$ cat config.mk
export PLATFORM = sky130hd
export DESIGN_NAME = irq_capture_flat
export DESIGN_NICKNAME = d
export VERILOG_FILES = /design/src/rtl/irq_pkg.sv /design/src/rtl/irq_capture_if.sv /design/src/rtl/irq_prio_sel.sv /design/src/rtl/irq_capture.sv /design/src/flat_wrapper.sv
export SDC_FILE = /design/constraint.sdc
export NUM_CORES = 1
export LEC_CHECK = 0
export BUFFER_PORTS_ARGS = -buffer_cell sky130_fd_sc_hd__buf_2
export CAP_MARGIN = 5
export CORE_AREA = 2 2 53 55
export DETAILED_ROUTE_END_ITERATION = 12
export DIE_AREA = 0 0 55 57
export PLACE_DENSITY = 0.63
export SLEW_MARGIN = 15
export SYNTH_ARGS = -nofsm -noshare
export SYNTH_HDL_FRONTEND = slang
export SYNTH_SLANG_ARGS = --single-unit
$ cat constraint.sdc
create_clock -name clk -period 2 [get_ports clk]
set_input_delay 0.4 -clock clk [delete_from_list [all_inputs] [get_ports clk]]
set_output_delay 0.4 -clock clk [all_outputs]
set_load 0.01 [all_outputs]
$ cat src/rtl/irq_pkg.sv
// Shared sizes and FSM encoding for the interrupt capture stage.
package irq_pkg;
  localparam int N = 8;  // request lines
  localparam int W = 3;  // index width, log2(N)

  typedef enum logic {
    IDLE = 1'b0,
    HOLD = 1'b1
  } state_t;
endpackage

$ cat src/rtl/irq_capture_if.sv
// Request/grant bundle between the request source/consumer and irq_capture.
// Overflow signals exist only when IRQ_OVERFLOW_EN is defined.
interface irq_capture_if;
  import irq_pkg::*;

  logic         en;
  logic [N-1:0] req;
  logic [N-1:0] mask;
  logic         irq_ack;
  logic         irq_valid;
  logic [W-1:0] irq_id;
  logic [N-1:0] pending;
`ifdef IRQ_OVERFLOW_EN
  logic         ovf;
  logic         ovf_clr;

  modport master (output en, req, mask, irq_ack, ovf_clr,
                  input  irq_valid, irq_id, pending, ovf);
  modport slave  (input  en, req, mask, irq_ack, ovf_clr,
                  output irq_valid, irq_id, pending, ovf);
`else
  modport master (output en, req, mask, irq_ack,
                  input  irq_valid, irq_id, pending);
  modport slave  (input  en, req, mask, irq_ack,
                  output irq_valid, irq_id, pending);
`endif
endinterface

$ cat src/rtl/irq_prio_sel.sv
// Combinational N-to-W selector: index of the highest set bit plus an any-set flag.
module irq_prio_sel
  import irq_pkg::*;
(
  input  logic [N-1:0] vec,
  output logic [W-1:0] idx,
  output logic         any
);

  // Ascending scan so the last (highest) set bit wins.
  always_comb begin
    idx = '0;
    any = |vec;
    for (int i = 0; i < N; i++)
      if (vec[i]) idx = W'(i);
  end

endmodule

$ cat src/rtl/irq_capture.sv
// Interrupt capture and arbitration: latches rising edges on req into a
// pending register and presents the highest unmasked pending line as a held
// index with a valid/ack handshake.
// Optional feature macro: IRQ_OVERFLOW_EN (sticky overflow flag + clear).
module irq_capture
  import irq_pkg::*;
(
  input  logic          clk,
  input  logic          rst,
  irq_capture_if.slave  bus
);

  logic [N-1:0] req_q;
  logic [N-1:0] pend;
  logic [N-1:0] rise;
  logic [N-1:0] clr;
  logic [N-1:0] cand;
  logic [W-1:0] sel_idx;
  logic         sel_any;
  logic         take_ack;
  state_t       state;
  logic         vld;
  logic [W-1:0] id;

  assign rise     = bus.req & ~req_q;
  assign take_ack = (state == HOLD) && bus.irq_ack;
  assign clr      = take_ack ? (N'(1) << id) : '0;
  assign cand     = pend & ~bus.mask;

  irq_prio_sel u_sel (
    .vec (cand),
    .idx (sel_idx),
    .any (sel_any)
  );

  // Edge capture; a new rise on the bit being acked keeps it pending.
  always_ff @(posedge clk or posedge rst) begin
    if (rst) begin
      req_q <= '0;
      pend  <= '0;
    end else begin
      req_q <= bus.req;
      pend  <= (pend & ~clr) | rise;
    end
  end

  // Grant FSM: index is frozen while held, whatever mask/en/edges do.
  always_ff @(posedge clk or posedge rst) begin
    if (rst) begin
      state <= IDLE;
      vld   <= 1'b0;
      id    <= '0;
    end else begin
      case (state)
        IDLE: if (bus.en && sel_any) begin
          state <= HOLD;
          vld   <= 1'b1;
          id    <= sel_idx;
        end
        HOLD: if (bus.irq_ack) begin
          state <= IDLE;
          vld   <= 1'b0;
        end
        default: begin
          state <= IDLE;
          vld   <= 1'b0;
        end
      endcase
    end
  end

  assign bus.irq_valid = vld;
  assign bus.irq_id    = id;
  assign bus.pending   = pend;

`ifdef IRQ_OVERFLOW_EN
  logic ovf_q;

  // Sticky overflow: a rise on a bit that stays pending; set beats clear.
  always_ff @(posedge clk or posedge rst) begin
    if (rst)                        ovf_q <= 1'b0;
    else if (|(rise & pend & ~clr)) ovf_q <= 1'b1;
    else if (bus.ovf_clr)           ovf_q <= 1'b0;
  end

  assign bus.ovf = ovf_q;
`endif

endmodule

$ cat src/flat_wrapper.sv
// flat-port wrapper written by rule: the top's interface ports become plain ports
module irq_capture_flat import irq_pkg::*;
  (clk, rst, bus_en, bus_req, bus_mask, bus_irq_ack, bus_irq_valid, bus_irq_id, bus_pending);
  irq_capture_if bus_i ();
  input  logic clk;
  input  logic rst;
  input wire logic [$bits(bus_i.en)-1:0] bus_en;
  input wire logic [$bits(bus_i.req)-1:0] bus_req;
  input wire logic [$bits(bus_i.mask)-1:0] bus_mask;
  input wire logic [$bits(bus_i.irq_ack)-1:0] bus_irq_ack;
  output wire logic [$bits(bus_i.irq_valid)-1:0] bus_irq_valid;
  output wire logic [$bits(bus_i.irq_id)-1:0] bus_irq_id;
  output wire logic [$bits(bus_i.pending)-1:0] bus_pending;
  assign bus_i.en = bus_en;
  assign bus_i.req = bus_req;
  assign bus_i.mask = bus_mask;
  assign bus_i.irq_ack = bus_irq_ack;
  assign bus_irq_valid = bus_i.irq_valid;
  assign bus_irq_id = bus_i.irq_id;
  assign bus_pending = bus_i.pending;
  irq_capture u_core (.clk(clk), .rst(rst), .bus(bus_i));
endmodule
==> results.txt <==
Status = finished, final reports clean
CP Launch Type = register
Worst vdd ir = 0.543 mV
Reg area = 526 µm²
Cell Int Power = 0.000686 W
Final Cell Area = 1080 µm²
CTS clk-pin slew, worst paths = 0.12 ns
Final WL = 1750 µm
RD Place Congestion = 0.742
Initial antenna violation count = 0
WP data required = 2.20 ns
Final worst-path cycle share = 81.2%
CP Data Arrival Time = 1.82 ns
Busiest grt layer = met2
Met2 track demand over resource = 22.8%
Static Leak = 0.520 nW
CP Cell Sequence = nand2b_2 > nand4_1 > o41a_1 > mux2_4
TritonCTS clock tree = yes
Largest net degree at the start of global routing = 22
Share of post-route cells with drive strength above 1 = 37.5%
Crit-path max cell delay = 0.55 ns
Hold Fails Final Rpt = 0
Worst skew pair latency = 0.30 ns
Synth cell types = 19
Drt via density = 4.59
Finished Layout Cells = 143
Routing usage on met1 = 16.2%
Placed cell areas = 1050 µm²
Fmax achieved = 0.615 GHz
Vias in the first global route = 710
Max Cap Viol = 0
Initial Utilization = 32.9%
Clock Skew = 0.00232 ns
Area occupied by multi-input gates = 290 µm²
DIE AREA = 3140 µm²
Syn nets = 97
First-pass GRT wire length = 2990 µm
Minimum clock period = 1.62 ns
FFs w/ async S/R, synth = 100%
Total grt overflow = 0
Worst-Margin Slew = 0.793 ns
Area delta synth->final = 25.7%
Post-synth EDFFs = 0
Post-Place Cells = 139
Htree depth = 1
M3 GR Usage = 1.57%
Post-CTS Hold Buffers = 0
WL/cell = 12.2 µm
Cell Rows = 19
Die height = 57 µm
Fillers = 267
Post-synthesis average cell area = 11.2 µm²
Sequential share of the synthesized area = 61.0%
First-pass DRT Iterations = 3
Initial DRC Count = 3
IO buf count = 31
Synth Instances = 77
Worst min path class = in -> reg
Post-CTS resize count = 0
Drt drc = 0
Max Slew Vio Count = 0
CP max stage cell = o41a_1
Setup bufs post-CTS = 0
Number of I/O pins = 32
Most common cell after layout, fill and taps aside = buf_2
RSZ-0062 raised after global routing = no
PD cells = 935 nW/µm²
Logic gate share of total power = 25.4%
Switching share of power = 32.2%
Post-synthesis cell area = 861 µm²
Total track usage = 13.2%
Net Sw Power = 0.000326 W
Critical path class = reg -> reg
Commonest non-fill, non-tap cells in the layout = buf_2, dfrtp_1, o21ai_0, inv_1
Clock Sinks = 21
Clock share of power = 19.8%
Setup crit end kind = register
CTS Buffer Depth = 2
Setup violators final = 0
CTS buffer count = 3
Seq pwr share = 54.8%
CTS root buf = clkbuf_4
Vias = 657
Post-DRT Antenna Nets = 0
CORE AREA = 2620 µm²
Setup TNS = 0 ns
Antenna Cells = 0
Synthesized flop and latch total = 21
Final #Nets = 133
Slew HR = 47.1%
Die Wd = 55 µm
Yosys synthesis warning count = 0
Synth Flop Type = dfrtp_1
CP max FO = 5
-- cell type report --
class / count / area share (%)
multi-input combinational: 44 / 26.8
clock inverter: 1 / 0.462
clock buffer: 3 / 2.08
timing repair buffer: 31 / 14.3
sequential: 21 / 48.6
tap: 31 / 3.58
inverter: 12 / 4.16
-- worst max-delay path, delay by kind of cell, from the launching register on --
family	cells	cell delay, ns
and+or+nand+nor	2	0.22
AOI/OAI and AO/OA	1	0.55
muxes	1	0.33
DFF	1	0.42
-- power groups by stage --
| stage | combinational [W] | clock, W | sequential (W) |
|---|---|---|---|
| after floorplan | 0.000131 | 0 | 0.000575 |
| after global placement | 0.000255 | 0 | 0.000564 |
| after detailed placement | 0.000260 | 0 | 0.000563 |
| after CTS | 0.000261 | 0.000213 | 0.000555 |
| after global routing | 0.000292 | 0.000229 | 0.000566 |
| final | 0.000257 | 0.000200 | 0.000554 |
-- cell families after synthesis --
family | count (synthesis) | share of synthesized area [%]
AOI/OAI and AO/OA | 23 | 16.1
and+or+nand+nor | 18 | 12.9
buffers and inverters | 12 | 5.23
DFF | 21 | 61.0
muxes | 3 | 4.65
-- through the flow --
stage | utilization [%] | hold WS (ns) | setup WS, ns | total power [W]
finish | 41.4 | 0.211 | 0.375 | 0.00101
detailed placement | 40.3 | 0.410 | 0.272 | 0.000824
global placement | 40.3 | 0.406 | 0.302 | 0.000819
global route | 41.4 | 0.190 | 0.298 | 0.00109
floorplan | - | 0.377 | 0.436 | 0.000706
CTS | 41.4 | 0.198 | 0.375 | 0.00103
-- cells in the mapped netlist, drive strengths merged (2+ instances only) --
master   n  area (µm²)
a21o     2        15.0
o31ai    2        15.0
o21ai   15        75.1
nand2    4        15.0
mux2     2        30.0
dfrtp   21         526
nand2b   8        60.1
nor2b    3        18.8
inv     12        45.0
-- worst paths after layout --
path | slack, ns | to | startpoint | cells after the start
max in group asynchronous | 1.28 | u_core.req_q[2] | rst | 2
worst min register to register | 0.42 | u_core.bus.pending[3] | u_core.req_q[3] | 1
worst max register to register | 0.38 | u_core.bus.irq_id[0] | u_core.bus.pending[7] | 4
min in group asynchronous | 0.22 | u_core.req_q[1] | rst | 2
worst max-delay path | 0.38 | u_core.bus.irq_id[0] | u_core.bus.pending[7] | 4
worst min-delay path | 0.21 | u_core.req_q[1] | bus_req[1] | 1
-- registers in the layout, indices dropped and copies added (netlist names) --
signal	count
u_core.req_q	8
u_core.bus.irq_id	3
u_core.state	1
u_core.bus.pending	8
u_core.bus.irq_valid	1
-- layer usage --
layer | vias up | wire [µm]
li1 | 328 | -
met1 | 311 | 741
met2 | 16 | 916
met3 | 2 | 80
met4 | 0 | 12
met5 | - | 0
No activity file was read; power rests on OpenSTA's default activity.
